**src/rtl/rw_walk_engine.sv**
```systemverilog
// Random-walk engine for personalised-PageRank visit counting over a CSR graph held in one BRAM port.
// Latency: 2 cycles per seed fetch, 10 cycles per step with the grant held, 3 cycles of start/finish overhead.
// Backpressure: i_mem_gnt low freezes the FSM, and address, data and strobe are held until the access is accepted.
//
// Ports: i_clk/i_rst (async active-high); i_start begins a run (seen in IDLE only);
//        o_mem_en/o_mem_we/o_mem_addr/o_mem_wdata + i_mem_gnt/i_mem_rdata form the shared BRAM port;
//        o_busy/o_done report run status; o_dead_ends counts walks cut short; o_sat_flag is sticky counter saturation.
module rw_walk_engine #(
    parameter int          ADDR_W          = 13,
    parameter int          DATA_W          = 32,
    parameter int          SEED_NUM        = 10,
    parameter int          M_RW            = 100,
    parameter int          MAX_STEPS       = 7,
    parameter int          NODE_NUM        = 100,
    parameter int          NEI_ADDR_OFFSET = 10,
    parameter int          SCORE_OFFSET    = 1000,
    parameter logic [31:0] LFSR_SEED       = 32'hACE1_0001
) (
    input  logic              i_clk,
    input  logic              i_rst,
    input  logic              i_start,
    input  logic              i_mem_gnt,
    output logic              o_mem_en,
    output logic              o_mem_we,
    output logic [ADDR_W-1:0] o_mem_addr,
    output logic [DATA_W-1:0] o_mem_wdata,
    input  logic [DATA_W-1:0] i_mem_rdata,
    output logic              o_busy,
    output logic              o_done,
    output logic [15:0]       o_dead_ends,
    output logic              o_sat_flag
);
    localparam int S_W = $clog2(SEED_NUM + 1);
    localparam int W_W = $clog2(M_RW + 1);
    localparam int K_W = $clog2(MAX_STEPS + 1);

    typedef enum logic [3:0] {
        IDLE, SEED_RD, SEED_CAP, FA_RD, FA_CAP, LA_RD, LA_CAP,
        NB_RD, NB_CAP, CNT_RD, CNT_CAP, CNT_WR, ADV, FIN
    } state_t;

    state_t              r_state, w_state_nxt;
    logic [S_W-1:0]      r_s;
    logic [W_W-1:0]      r_w;
    logic [K_W-1:0]      r_k;
    logic [ADDR_W-1:0]   r_start_node, r_curr, r_next, r_nb_addr, r_cnt_addr;
    logic [DATA_W-1:0]   r_first, r_wdata;
    logic [31:0]         r_lfsr;
    logic [15:0]         r_dead;
    logic                r_sat, r_busy, r_done;

    logic [DATA_W-1:0]   w_deg;
    logic                w_dead;
    logic [31:0]         w_prod;
    logic [ADDR_W-1:0]   w_nb_addr, w_cnt_addr;
    logic [31:0]         w_lfsr_nxt;
    logic                w_cnt_sat;
    logic [S_W-1:0]      w_s_inc;
    logic [W_W-1:0]      w_w_inc;
    logic [K_W-1:0]      w_k_inc;
    logic                w_more_steps, w_more_walks, w_more_seeds;
    logic                w_unused;

    // i_mem_rdata holds the last-neighbour address while in LA_CAP.
    assign w_dead     = i_mem_rdata < r_first;
    assign w_deg      = i_mem_rdata - r_first + DATA_W'(1);
    // Scaling a 16-bit uniform value by deg and keeping the top half gives 0 <= idx < deg without a divider.
    assign w_prod     = {16'b0, r_lfsr[15:0]} * {16'b0, w_deg[15:0]};
    assign w_nb_addr  = r_first[ADDR_W-1:0] + ADDR_W'(w_prod[31:16]);
    assign w_lfsr_nxt = r_lfsr[0] ? ((r_lfsr >> 1) ^ 32'h8020_0003) : (r_lfsr >> 1);
    // i_mem_rdata holds the next node while in NB_CAP; everything wraps modulo 2^ADDR_W.
    assign w_cnt_addr = ADDR_W'(SCORE_OFFSET)
                      + (ADDR_W'(r_s) * ADDR_W'(MAX_STEPS) + ADDR_W'(r_k)) * ADDR_W'(NODE_NUM)
                      + i_mem_rdata[ADDR_W-1:0];
    assign w_cnt_sat  = &i_mem_rdata;

    assign w_s_inc      = r_s + S_W'(1);
    assign w_w_inc      = r_w + W_W'(1);
    assign w_k_inc      = r_k + K_W'(1);
    assign w_more_steps = r_k < K_W'(MAX_STEPS);
    assign w_more_walks = w_w_inc < W_W'(M_RW);
    assign w_more_seeds = w_s_inc < S_W'(SEED_NUM);
    assign w_unused     = ^{w_deg[DATA_W-1:16], w_prod[15:0]};

    assign o_busy      = r_busy;
    assign o_done      = r_done;
    assign o_dead_ends = r_dead;
    assign o_sat_flag  = r_sat;

    always_comb begin
        w_state_nxt = r_state;
        o_mem_en    = 1'b0;
        o_mem_we    = 1'b0;
        o_mem_addr  = '0;
        o_mem_wdata = '0;
        case (r_state)
            IDLE:     if (i_start) w_state_nxt = SEED_RD;
            SEED_RD: begin
                o_mem_en   = 1'b1;
                o_mem_addr = ADDR_W'(r_s);
                if (i_mem_gnt) w_state_nxt = SEED_CAP;
            end
            SEED_CAP: w_state_nxt = FA_RD;
            FA_RD: begin
                o_mem_en   = 1'b1;
                o_mem_addr = ADDR_W'(NEI_ADDR_OFFSET) + r_curr + r_curr;
                if (i_mem_gnt) w_state_nxt = FA_CAP;
            end
            FA_CAP:   w_state_nxt = LA_RD;
            LA_RD: begin
                o_mem_en   = 1'b1;
                o_mem_addr = ADDR_W'(NEI_ADDR_OFFSET) + r_curr + r_curr + ADDR_W'(1);
                if (i_mem_gnt) w_state_nxt = LA_CAP;
            end
            LA_CAP:   w_state_nxt = w_dead ? ADV : NB_RD;
            NB_RD: begin
                o_mem_en   = 1'b1;
                o_mem_addr = r_nb_addr;
                if (i_mem_gnt) w_state_nxt = NB_CAP;
            end
            NB_CAP:   w_state_nxt = CNT_RD;
            CNT_RD: begin
                o_mem_en   = 1'b1;
                o_mem_addr = r_cnt_addr;
                if (i_mem_gnt) w_state_nxt = CNT_CAP;
            end
            CNT_CAP:  w_state_nxt = CNT_WR;
            CNT_WR: begin
                o_mem_en    = 1'b1;
                o_mem_we    = 1'b1;
                o_mem_addr  = r_cnt_addr;
                o_mem_wdata = r_wdata;
                if (i_mem_gnt) w_state_nxt = ADV;
            end
            ADV: begin
                if (w_more_steps || w_more_walks) w_state_nxt = FA_RD;
                else if (w_more_seeds)            w_state_nxt = SEED_RD;
                else                              w_state_nxt = FIN;
            end
            FIN:      w_state_nxt = IDLE;
            default:  w_state_nxt = IDLE;
        endcase
    end

    always_ff @(posedge i_clk or posedge i_rst) begin
        if (i_rst) begin
            r_state      <= IDLE;
            r_s          <= '0;
            r_w          <= '0;
            r_k          <= '0;
            r_start_node <= '0;
            r_curr       <= '0;
            r_next       <= '0;
            r_nb_addr    <= '0;
            r_cnt_addr   <= '0;
            r_first      <= '0;
            r_wdata      <= '0;
            r_lfsr       <= LFSR_SEED;
            r_dead       <= '0;
            r_sat        <= 1'b0;
            r_busy       <= 1'b0;
            r_done       <= 1'b0;
        end else begin
            r_state <= w_state_nxt;
            r_done  <= 1'b0;
            case (r_state)
                IDLE: if (i_start) begin
                    r_s    <= '0;
                    r_busy <= 1'b1;
                end
                SEED_CAP: begin
                    r_start_node <= i_mem_rdata[ADDR_W-1:0];
                    r_curr       <= i_mem_rdata[ADDR_W-1:0];
                    r_w          <= '0;
                    r_k          <= '0;
                end
                FA_CAP: r_first <= i_mem_rdata;
                LA_CAP: begin
                    if (w_dead) begin
                        if (r_dead != 16'hFFFF) r_dead <= r_dead + 16'd1;
                        r_k <= K_W'(MAX_STEPS);
                    end else begin
                        r_nb_addr <= w_nb_addr;
                        r_lfsr    <= w_lfsr_nxt;
                    end
                end
                NB_CAP: begin
                    r_next     <= i_mem_rdata[ADDR_W-1:0];
                    r_cnt_addr <= w_cnt_addr;
                end
                CNT_CAP: begin
                    r_wdata <= w_cnt_sat ? i_mem_rdata : i_mem_rdata + DATA_W'(1);
                    if (w_cnt_sat) r_sat <= 1'b1;
                end
                CNT_WR: if (i_mem_gnt) begin
                    r_curr <= r_next;
                    r_k    <= w_k_inc;
                end
                ADV: if (!w_more_steps) begin
                    r_w    <= w_w_inc;
                    r_curr <= r_start_node;
                    r_k    <= '0;
                    if (!w_more_walks) r_s <= w_s_inc;
                end
                FIN: begin
                    r_busy <= 1'b0;
                    r_done <= 1'b1;
                end
                default: ;
            endcase
        end
    end
endmodule

```
**config.mk**
```make
export PLATFORM = sky130hd
export DESIGN_NAME = rw_walk_engine
export DESIGN_NICKNAME = d
export VERILOG_FILES = /design/src/rtl/rw_walk_engine.sv
export SDC_FILE = /design/constraint.sdc
export NUM_CORES = 1
export LEC_CHECK = 0
export CORE_MARGIN = 2
export CORE_UTILIZATION = 57
export CTS_CLUSTER_DIAMETER = 200
export DETAILED_ROUTE_END_ITERATION = 7
export PLACE_DENSITY = 0.79
export SLEW_MARGIN = 20
export SYNTH_ARGS = -nofsm -noshare
export SYNTH_HDL_FRONTEND = slang
export SYNTH_SLANG_ARGS = --single-unit
```
**constraint.sdc**
```tcl
create_clock -name i_clk -period 8.85 [get_ports i_clk]
set_input_delay 2.2125 -clock i_clk [delete_from_list [all_inputs] [get_ports i_clk]]
set_output_delay 2.2125 -clock i_clk [all_outputs]
set_load 0.02 [all_outputs]
```
==> flow_summary.toml, run 1 <==
[grt]
grt-ovfl-total = 0
grt_max_degree = 134
first_global_vias = 17703
antenna_found_initial = 5
grt.total_usage_pct = 30.2
grt_pass1_wl_mm = 88.6

[placed_design]
finalWeightedCongestion = 0.903
io_buffers = 101
dp.final_hpwl_mm = 39.5
placed_cells = 2900
pre_cts_slack_ps = -2760

[worst_setup_path]
max_stage_delay_ps = 610
path_class = "primary input to register"
critPathLaunchType = "primary input"
critPathTopFamily = "adder cells"
critical_path_buf_inv_count = 12
critPathRequiredTime_ps = 9150
worst_path_most_repeated_cell = "fa_1"
cp_max_fo = 4
crit_path_end_kind = "register"
arrival_ps = 11050
crit_slowest_cell = "fa_2"

[floorplan]
dieArea_um2 = 37100
die_y_um = 193
num_rows = 69
initial_utilization_pct = 57.5
coreArea_um2 = 35300
die_x_um = 193
io_pins = 102

[power_and_ir_drop]
irDropWorstVdd_uv = 245
powerDensity_nw_per_um2 = 327
p_leak_nw = 12.1
power_mw = 8.05

[clock_network]
clk_latency_ps = 460
cts-root-buf = "clkbuf_16"
clk_pin_slew_worst_paths_ps = 80
cts_tree = "yes"
clock_path_buffers = 2
cts_buffers = 17
clock-sinks = 193
htreeDepth = 4

[sta]
slew_violations = 0
fin_crit_sh_pct = 121
period_minus_slack_ps = 10750
finalSetupViolCount = 13
setup_slack_ps = -1900
worst_pin_slew_ps = 1120
skew_ps = 18.1
final_hold_viol_count = 0
fmax_ghz = 0.0930
rsz0062_at_grt = "yes"
slew_headroom_pct = 25.6

[detailed_routing]
drt-pass1-iter-count = 5
drtAntennaViolNets = 0
post_drt_wl_per_cell_um = 18.5
drt_iter0_markers = 1199
routed_wirelength_mm = 55.0
vias = 16922
drt-vias-per-instance = 5.70
drc = 0

[outcome]
outcome = "finished, violations left"
violations = "setup timing"

[cells_and_area]
syn2layout_area_growth_pct = 21.5
drive_gt1_share_pct = 18.3
fin_util_pct = 69.8
fin_cells = 2971
finalNetCount = 2946

[synth]
async_flop_share_pct = 100
netlist_instances = 2230
netlist_area_um2 = 20300
yosysUniqueCellTypes = 70
syn_nets = 2680
ys_seq_elements = 193
synth_warnings = 0
synth.avg_cell_area_um2 = 9.10
dominantRegCellSynth = "dfrtp_1"
synth_edf_count = 0
synth.yosys.seq_area_share_pct = 23.8

[hold_path]
hp-class = "register to register"

[flow_run]
drv_cap = 0
tightest hold or removal path, cell delays in order, from the launching register on:
cell and delay [ps]:
dfstp_2 380, nand2_1 40, o21ai_1 60
sequential cells by signal, indices dropped and copies added (netlist names):
register,flops
r_nb_addr,13
r_cnt_addr,11
o_dead_ends,16
r_lfsr,32
o_done,1
r_w,7
r_curr,12
o_busy,1
r_start_node,12
r_first,32
r_k,3
r_state,4
r_wdata,32
r_s,4
o_sat_flag,1
r_next,12
kinds of logic after synthesis:
kind of cell               share of synthesized area [%]
xor gates and xnor gates                            5.24
AOI/OAI and AO/OA                                   10.2
and+or+nand+nor                                     16.5
adders and majority gates                           33.2
DFF                                                 23.8
muxes                                               2.86
buffers and inverters                               8.06
metal layers:
metal | GRT usage, % | up-vias | share of wire, %
li1 | - | 7701 | -
met1 | 37.7 | 8395 | 39
met2 | 52.3 | 644 | 50
met3 | 4.95 | 174 | 6.2
met4 | 11.6 | 8 | 4.2
met5 | 0 | - | 0.096
metrics by stage:
stage	cell area [um2]	TNS, ps	hold slack (ps)
6_report	24700	-15790	476
5_1_grt	24700	-19090	510
4_1_cts	24300	-14110	478
3_5_place_dp	23200	-27620	463
3_3_place_gp	23200	-26290	450
2_1_floorplan	20500	-11380	441
layout by cell type (no fill, tap or decap), types with 16 or more instances in the layout:
cell type        instances
a21o_1                  24
a21oi_1                 38
a22oi_1                 25
a31oi_1                 19
and2_1                 147
buf_4                  221
clkbuf_16               17
clkdlybuf4s50_1         87
dfrtp_1                184
fa_1                   196
ha_1                   184
ha_4                    17
inv_1                  327
mux2_2                  16
mux2_4                  26
nand2_1                299
nand3_1                 31
nand4_1                 26
nor2_1                  82
nor2b_1                 17
o21ai_0                128
xnor2_1                 70
xor2_1                  40
area by class of cell:
class                      count  area, um2
timing repair buffer         333       2810
antenna                        1       2.50
clock inverter                13        144
inverter                     344       1310
multi-input combinational   1607      14500
fill                        2481      10600
sequential                   193       4840
tap                          461        577
clock buffer                  19        433
path summary, 6_finish.rpt:
kind | start | end | slack (ps) | cells past startpoint
min reg2reg | r_lfsr[21]$_DFFE_PP1P_ | r_lfsr[21]$_DFFE_PP1P_ | 480 | 2
max | i_mem_rdata[4] | r_nb_addr[12]$_DFFE_PP0P_ | -1900 | 45
min in group asynchronous | i_rst | r_first[30]$_DFFE_PP0P_ | 2320 | 2
min | r_lfsr[21]$_DFFE_PP1P_ | r_lfsr[21]$_DFFE_PP1P_ | 480 | 2
max reg2reg | r_first[2]$_DFFE_PP0P_ | r_nb_addr[12]$_DFFE_PP0P_ | -530 | 44
max in group asynchronous | i_rst | r_wdata[28]$_DFFE_PP0P_ | 5120 | 3
power breakdown:
| group | internal, mW | switching [mW] | total, mW | leakage [nW] |
|---|---|---|---|---|
| combinational | 2.63 | 3.16 | 5.80 | 9.41 |
| sequential | 1.20 | 0.270 | 1.47 | 2.38 |
| clock | 0.378 | 0.408 | 0.787 | 0.278 |
synth_stat cells (44+ instances only):
cell / count / share of area (%)
a21oi_1: 51 / 1.3
dfrtp_1: 184 / 23
ha_1: 205 / 13
nand2_1: 308 / 5.7
inv_1: 344 / 6.4
fa_1: 209 / 21
nor2_1: 90 / 1.7
clkbuf_1: 82 / 1.5
o21ai_0: 139 / 3.4
xor2_1: 44 / 1.9
and2_1: 150 / 4.6
xnor2_1: 75 / 3.2
repair_timing:
| action | 4_1_cts | 5_1_grt |
|---|---|---|
| setup buffers | 28 | 15 |
| resized for setup | 89 | 75 |
| pin swaps | 81 | 91 |
| gates cloned | 1 | 0 |
| hold buffers | 0 | 0 |
| endpoints found under the setup margin | 13 | 13 |
No activity file was read; power rests on OpenSTA's default activity.
==> run 2: changes to the inputs <==
--- a/config.mk
+++ b/config.mk
@@ -6,11 +6,12 @@
 export NUM_CORES = 1
 export LEC_CHECK = 0
 export CORE_MARGIN = 2
-export CORE_UTILIZATION = 57
+export CORE_UTILIZATION = 40
 export CTS_CLUSTER_DIAMETER = 200
 export DETAILED_ROUTE_END_ITERATION = 7
-export PLACE_DENSITY = 0.79
+export SETUP_SLACK_MARGIN = 0.4
 export SLEW_MARGIN = 20
 export SYNTH_ARGS = -nofsm -noshare
 export SYNTH_HDL_FRONTEND = slang
 export SYNTH_SLANG_ARGS = --single-unit
+export TNS_END_PERCENT = 30
==> run 2 against run 1 <==
The flow still finishes with violations (setup timing). Core utilization shrank 21 points. Critical path type unchanged. Maximum frequency grew 0.33%. Register-to-register slack gained 40 ps. Cell count grew 7.2%. Highest routed layer unchanged. Largest cell class unchanged. Hold slack gained 0.81 ps. Critical path depth shrank 5. Clock power grew 8.3%. First-iteration DRC count shrank 28%. Die area grew 42%. Sequential cell count is the same. Global-route usage shrank 9.2 points. Power shrank 3.2%.
==> flow_summary.toml, run 2 (synthesis results as in run 1) <==
[cells_and_area]
stdcell_area_um2 = 24700
final_cell_mix = "inv_1, nand2_1, buf_4, fa_1, ha_1"
finalNetCount = 2949
drive_gt1_share_pct = 16.8
num-fill-cells = 4721
top_regs = "r_first (32), r_lfsr (32), r_wdata (32)"
layout_commonest_cell = "inv_1"
syn2layout_area_growth_pct = 21.8

[clock_network]
clk_latency_ps = 460
clock-sinks = 193
cts_tree = "yes"
cts-hold-fix-buffers = 0
cts-root-buf = "clkbuf_16"
clk_pin_slew_worst_paths_ps = 90
clock_path_buffers = 2
htreeDepth = 4
cts_buffers = 17

[worst_setup_path]
path_class = "primary input to register"
worstSetupStartpoint = "i_mem_rdata[1]"
arrival_ps = 11020
max_stage_delay_ps = 560
cp_max_fo = 4
worst_path_most_repeated_cell = "fa_1"
rr_endpoint = "r_nb_addr[11]$_DFFE_PP0P_"
reg2reg_depth = 37
crit_slowest_cell = "fa_1"
critPathLaunchType = "primary input"
regToRegSetupSlack_ps = -490
crit_end = "r_nb_addr[11]$_DFFE_PP0P_"
crit_path_end_kind = "register"
r2r_start = "r_first[2]$_DFFE_PP0P_"
critPathRequiredTime_ps = 9160

[detailed_routing]
vias = 16150
drtAntennaViolNets = 0
drt_iter0_markers = 861
drt-vias-per-instance = 5.07
routed_wirelength_mm = 53.2
drt-pass1-iter-count = 7
post_drt_wl_per_cell_um = 16.7
drc = 0

[power_and_ir_drop]
powerDensity_nw_per_um2 = 315
clkPwrFrac_pct = 10.9
p_leak_nw = 12.1
seqPwrFrac_pct = 18.6
sw_frac_of_total_pct = 46.9
power.internal_mw = 4.14
power_mw = 7.80
irDropWorstVdd_uv = 184
power.switching_mw = 3.66
p_comb_share_pct = 70.4

[grt]
grt_max_degree = 119
grt.total_usage_pct = 21.0
antenna_found_initial = 5
grt-ovfl-total = 0
grt_pass1_wl_mm = 88.1
first_global_vias = 16933

[sta]
finalSetupViolCount = 13
skew_ps = 13.7
final_hold_viol_count = 0
fmax_ghz = 0.0933
setup_slack_ps = -1860
fin_crit_sh_pct = 121
rsz0062_at_grt = "yes"
worst_pin_slew_ps = 1140
period_minus_slack_ps = 10710
slew_headroom_pct = 23.9
slew_violations = 0

[placed_design]
finalWeightedCongestion = 0.880
placed_area_um2 = 23600
io_buffers = 101
dp.final_hpwl_mm = 41.4

[floorplan]
die_y_um = 229
dieArea_um2 = 52600
initial_utilization_pct = 40.5
die_x_um = 229
coreArea_um2 = 50200
num_rows = 82
io_pins = 102

[outcome]
outcome = "finished, violations left"
violations = "setup timing"

[hold_path]
hp-class = "register to register"

[flow_run]
drv_cap = 0
run 2: cell types whose count changed in the layout (fill, tap and decap cells not counted), moves of 4 or more:
cell	delta
clkbuf_2	-5
fa_1	+5
fa_2	-5
ha_1	+9
ha_4	-12
inv_1	+9
inv_2	-10
inv_8	+4
xnor2_1	+4
xnor2_2	-4
run 2: how the worst min path moves through the flow:
stage	startpoint	end	slack [ps]	cells past startpoint
after CTS	r_cnt_addr[2]$_DFFE_PP0P_	r_cnt_addr[2]$_DFFE_PP0P_	480	2
after floorplan	r_lfsr[21]$_DFFE_PP1P_	r_lfsr[21]$_DFFE_PP1P_	440	2
after global routing	r_wdata[29]$_DFFE_PP0P_	r_wdata[29]$_DFFE_PP0P_	500	2
after global placement	r_wdata[4]$_DFFE_PP0P_	r_wdata[4]$_DFFE_PP0P_	450	2
final	r_lfsr[21]$_DFFE_PP1P_	r_lfsr[21]$_DFFE_PP1P_	480	2
after detailed placement	r_cnt_addr[2]$_DFFE_PP0P_	r_cnt_addr[2]$_DFFE_PP0P_	460	2
run 2: cell type report:
cell class | instances | area (um2) | area share [%]
antenna | 1 | 2.50 | 0.0101
clock buffer | 17 | 425 | 1.72
clock inverter | 15 | 213 | 0.860
inverter | 344 | 1310 | 5.31
multi-input combinational | 1607 | 14200 | 57.6
sequential | 193 | 4840 | 19.6
tap | 672 | 841 | 3.40
timing repair buffer | 336 | 2850 | 11.5
run 2: per-stage QoR:
stage	TNS, ps	setup slack [ps]	util, %	hold slack [ps]	instances
floorplan	-11750	-1630	-	441	2230
global placement	-26890	-2670	47.0	453	3128
detailed placement	-29150	-2910	47.0	463	3128
CTS	-14190	-1740	49.1	484	3180
global route	-20400	-2290	49.3	504	3185
finish	-16270	-1860	49.3	477	3185
run 2: worst max-delay path, delay by kind of cell:
kind | cells | cell delay (ps)
buf+inv | 9 | 790
xor+xnor | 2 | 280
simple gates | 7 | 1230
fa+ha+maj | 11 | 4340
compound gates | 11 | 2140
run 2: timing repair:
| action | 4_1_cts | 5_1_grt |
|---|---|---|
| endpoints found under the setup margin | 13 | 13 |
| gates resized for setup | 97 | 14 |
| pin swaps | 71 | 23 |
| cloned | 1 | 0 |
| setup buffers | 19 | 4 |
run 2: power by group through the flow:
stage	sequential (mW)	combinational, mW	clock, mW
floorplan	1.36	3.06	0
global placement	1.46	4.96	0
detailed placement	1.46	5.07	0
CTS	1.45	5.45	0.868
global route	1.49	6.15	0.900
finish	1.45	5.49	0.852
run 2: metal layers:
metal  global-route usage (%)  share of wire [%]  up-vias
met4                     4.95                1.9        8
met3                     3.55                4.2       68
met5                        0              0.090        -
met1                     27.4                 44     8071
met2                     36.2                 49      319
li1                         -                  -     7684
==> run 3: changes to the inputs <==
--- a/config.mk
+++ b/config.mk
@@ -5,10 +5,12 @@
 export SDC_FILE = /design/constraint.sdc
 export NUM_CORES = 1
 export LEC_CHECK = 0
+export CORE_ASPECT_RATIO = 0.6
 export CORE_MARGIN = 2
-export CORE_UTILIZATION = 40
+export CORE_UTILIZATION = 50
 export CTS_CLUSTER_DIAMETER = 200
 export DETAILED_ROUTE_END_ITERATION = 7
+export PLACE_DENSITY = 0.71
 export SETUP_SLACK_MARGIN = 0.4
 export SLEW_MARGIN = 20
 export SYNTH_ARGS = -nofsm -noshare
==> constraint.sdc (replaced) <==
create_clock -name i_clk -period 8.85 [get_ports i_clk]
set_input_delay 2.2125 -clock i_clk [delete_from_list [all_inputs] [get_ports i_clk]]
set_output_delay 2.2125 -clock i_clk [all_outputs]
set_load 0.005 [all_outputs]
==> run 3 against run 2 <==
The flow still finishes with violations (setup timing). Via count increased by 2.3%. First-iteration DRC count increased by 51%. Critical path type unchanged. Clock power decreased by 4.5%. Core utilization increased by 13 points. Routed wire length increased by 4.0%. Critical endpoint is now r_nb_addr[12]$_DFFE_PP0P_. Sequential share of layout area decreased by 0.20 points. Non-clock buffer count increased by 12. Cell area increased by 1.1%. Combinational power increased by 5.6%.
==> flow_summary.toml, run 3 (synthesis results as in run 1) <==
[worst_setup_path]
max_stage_delay_ps = 570
arrival_ps = 11160
critPathRequiredTime_ps = 9150
crit_slowest_cell = "fa_1"
crit_path_end_kind = "register"
worst_path_most_repeated_cell = "fa_1"
critPathLaunchType = "primary input"
path_class = "primary input to register"
cp_max_fo = 6

[clock_network]
htreeDepth = 4
cts_buffers = 17
clock-sinks = 193
clock_path_buffers = 2
cts_tree = "yes"
clk_pin_slew_worst_paths_ps = 80
clk_latency_ps = 460
cts-root-buf = "clkbuf_16"

[detailed_routing]
maxUsedRoutingLayer = "met4"
drc = 0
routed_wirelength_mm = 55.3
dr_wl_met2_mm = 24.4
drtAntennaViolNets = 0
post_drt_wl_per_cell_um = 18.1
drt_iter0_markers = 1303
drt-pass1-iter-count = 5
drt-vias-per-instance = 5.41
drt-met1-wl_mm = 26.4
vias = 16524
wl_met3_mm = 3.63

[hold_path]
hp-class = "register to register"

[sta]
skew_ps = 17.6
slew_violations = 0
hold_slack_ps = 473
setup_slack_ps = -2010
final_hold_viol_count = 0
period_minus_slack_ps = 10860
worst_pin_slew_ps = 1040
rsz0062_at_grt = "yes"
finalSetupViolCount = 13
fmax_ghz = 0.0921
fin_crit_sh_pct = 123
slew_headroom_pct = 28.8

[power_and_ir_drop]
irDropWorstVdd_uv = 185
powerDensity_nw_per_um2 = 323
p_leak_nw = 12.2
power_mw = 8.07

[cells_and_area]
n_antenna_cell = 0
layout_commonest_cell = "inv_1"
seq_area_um2 = 4840
multi_input_area_um2 = 14600
syn2layout_area_growth_pct = 23.1
final_cell_mix = "inv_1, nand2_1, buf_4, fa_1, dfrtp_1"
fin_cells = 3055
drive_gt1_share_pct = 18.6
fin_util_pct = 62.1
num-fill-cells = 3283
finalNetCount = 2961
top_regs = "r_first (32), r_lfsr (32), r_wdata (32)"

[floorplan]
io_pins = 102
coreArea_um2 = 40200
dieArea_um2 = 42300
num_rows = 57
initial_utilization_pct = 50.5
die_y_um = 160
die_x_um = 264

[grt]
antenna_found_initial = 2
grt_max_degree = 120
first_global_vias = 16731
grt-ovfl-total = 0
grt_pass1_wl_mm = 89.5
grt.total_usage_pct = 26.6

[placed_design]
io_buffers = 101
pre_cts_slack_ps = -3170
dp.final_hpwl_mm = 42.1
placed_cells = 2984
finalWeightedCongestion = 0.937

[flow_run]
drv_cap = 0

[outcome]
outcome = "finished, violations left"
violations = "setup timing"
[run 3: cell types whose count changed in the layout (fill, tap and decap cells not counted), moves of 4 or more]
cell     previous run  this run
a21oi_1            41        37
buf_4             224       234
fa_1              201       196
fa_2                8        13
ha_1              193       182
ha_4                5        16
inv_12              5         1
xnor2_1            74        69
xnor2_2             0         4
[run 3: worst max-delay path, delay by kind of cell]
family / cells / cell delay, ps
AOI/OAI and AO/OA: 12 / 1870
xor gates and xnor gates: 4 / 820
adders and majority gates: 11 / 4270
buffers and inverters: 12 / 1060
and+or+nand+nor: 7 / 860
[run 3: stage by stage]
stage,setup TNS (ps),instance area [um2]
2_1_floorplan,-11750,20500
4_1_cts,-16510,24600
3_3_place_gp,-29880,23400
6_report,-17800,25000
5_1_grt,-21310,25000
3_5_place_dp,-33360,23400
[run 3: power by group]
part / internal (mW) / switching [mW] / total (mW)
sequential: 1.20 / 0.255 / 1.45
clock: 0.405 / 0.409 / 0.814
combinational: 2.66 / 3.14 / 5.80
total: 4.27 / 3.80 / 8.07
[run 3: path summary, 6_finish.rpt]
path	startpoint	slack, ps	end	cells after the start
setup / recovery	i_mem_rdata[1]	-2010	r_nb_addr[12]$_DFFE_PP0P_	46
hold / removal	r_lfsr[21]$_DFFE_PP1P_	470	r_lfsr[21]$_DFFE_PP1P_	2
setup reg to reg	r_first[4]$_DFFE_PP0P_	-530	r_nb_addr[12]$_DFFE_PP0P_	42
hold reg to reg	r_lfsr[21]$_DFFE_PP1P_	470	r_lfsr[21]$_DFFE_PP1P_	2
max in group asynchronous	i_rst	4910	r_lfsr[1]$_DFFE_PP0P_	3
min in group asynchronous	i_rst	2240	r_w[2]$_DFFE_PP0P_	2
[run 3: area by class of cell]
cell class              instances  share of cell area (%)
repair buffers                348                    11.8
clock inverters                15                   0.701
well taps                     531                    2.66
multi-input cells            1607                    58.5
inverters                     344                    5.26
clock buffers                  17                    1.70
flip-flops and latches        193                    19.4
[run 3: routing by layer]
layer	vias up	global-route usage [%]
li1	7727	-
met1	8198	40.4
met2	533	40.0
met3	66	4.06
met4	0	5.84
met5	-	0
[run 3: what timing repair did]
action / CTS / global route
pin swaps: 93 / 85
gates resized for setup: 104 / 60
gates cloned: 1 / 0
buffers inserted: 29 / 9
setup endpoints to repair: 13 / 13
hold buffers: 0 / 0
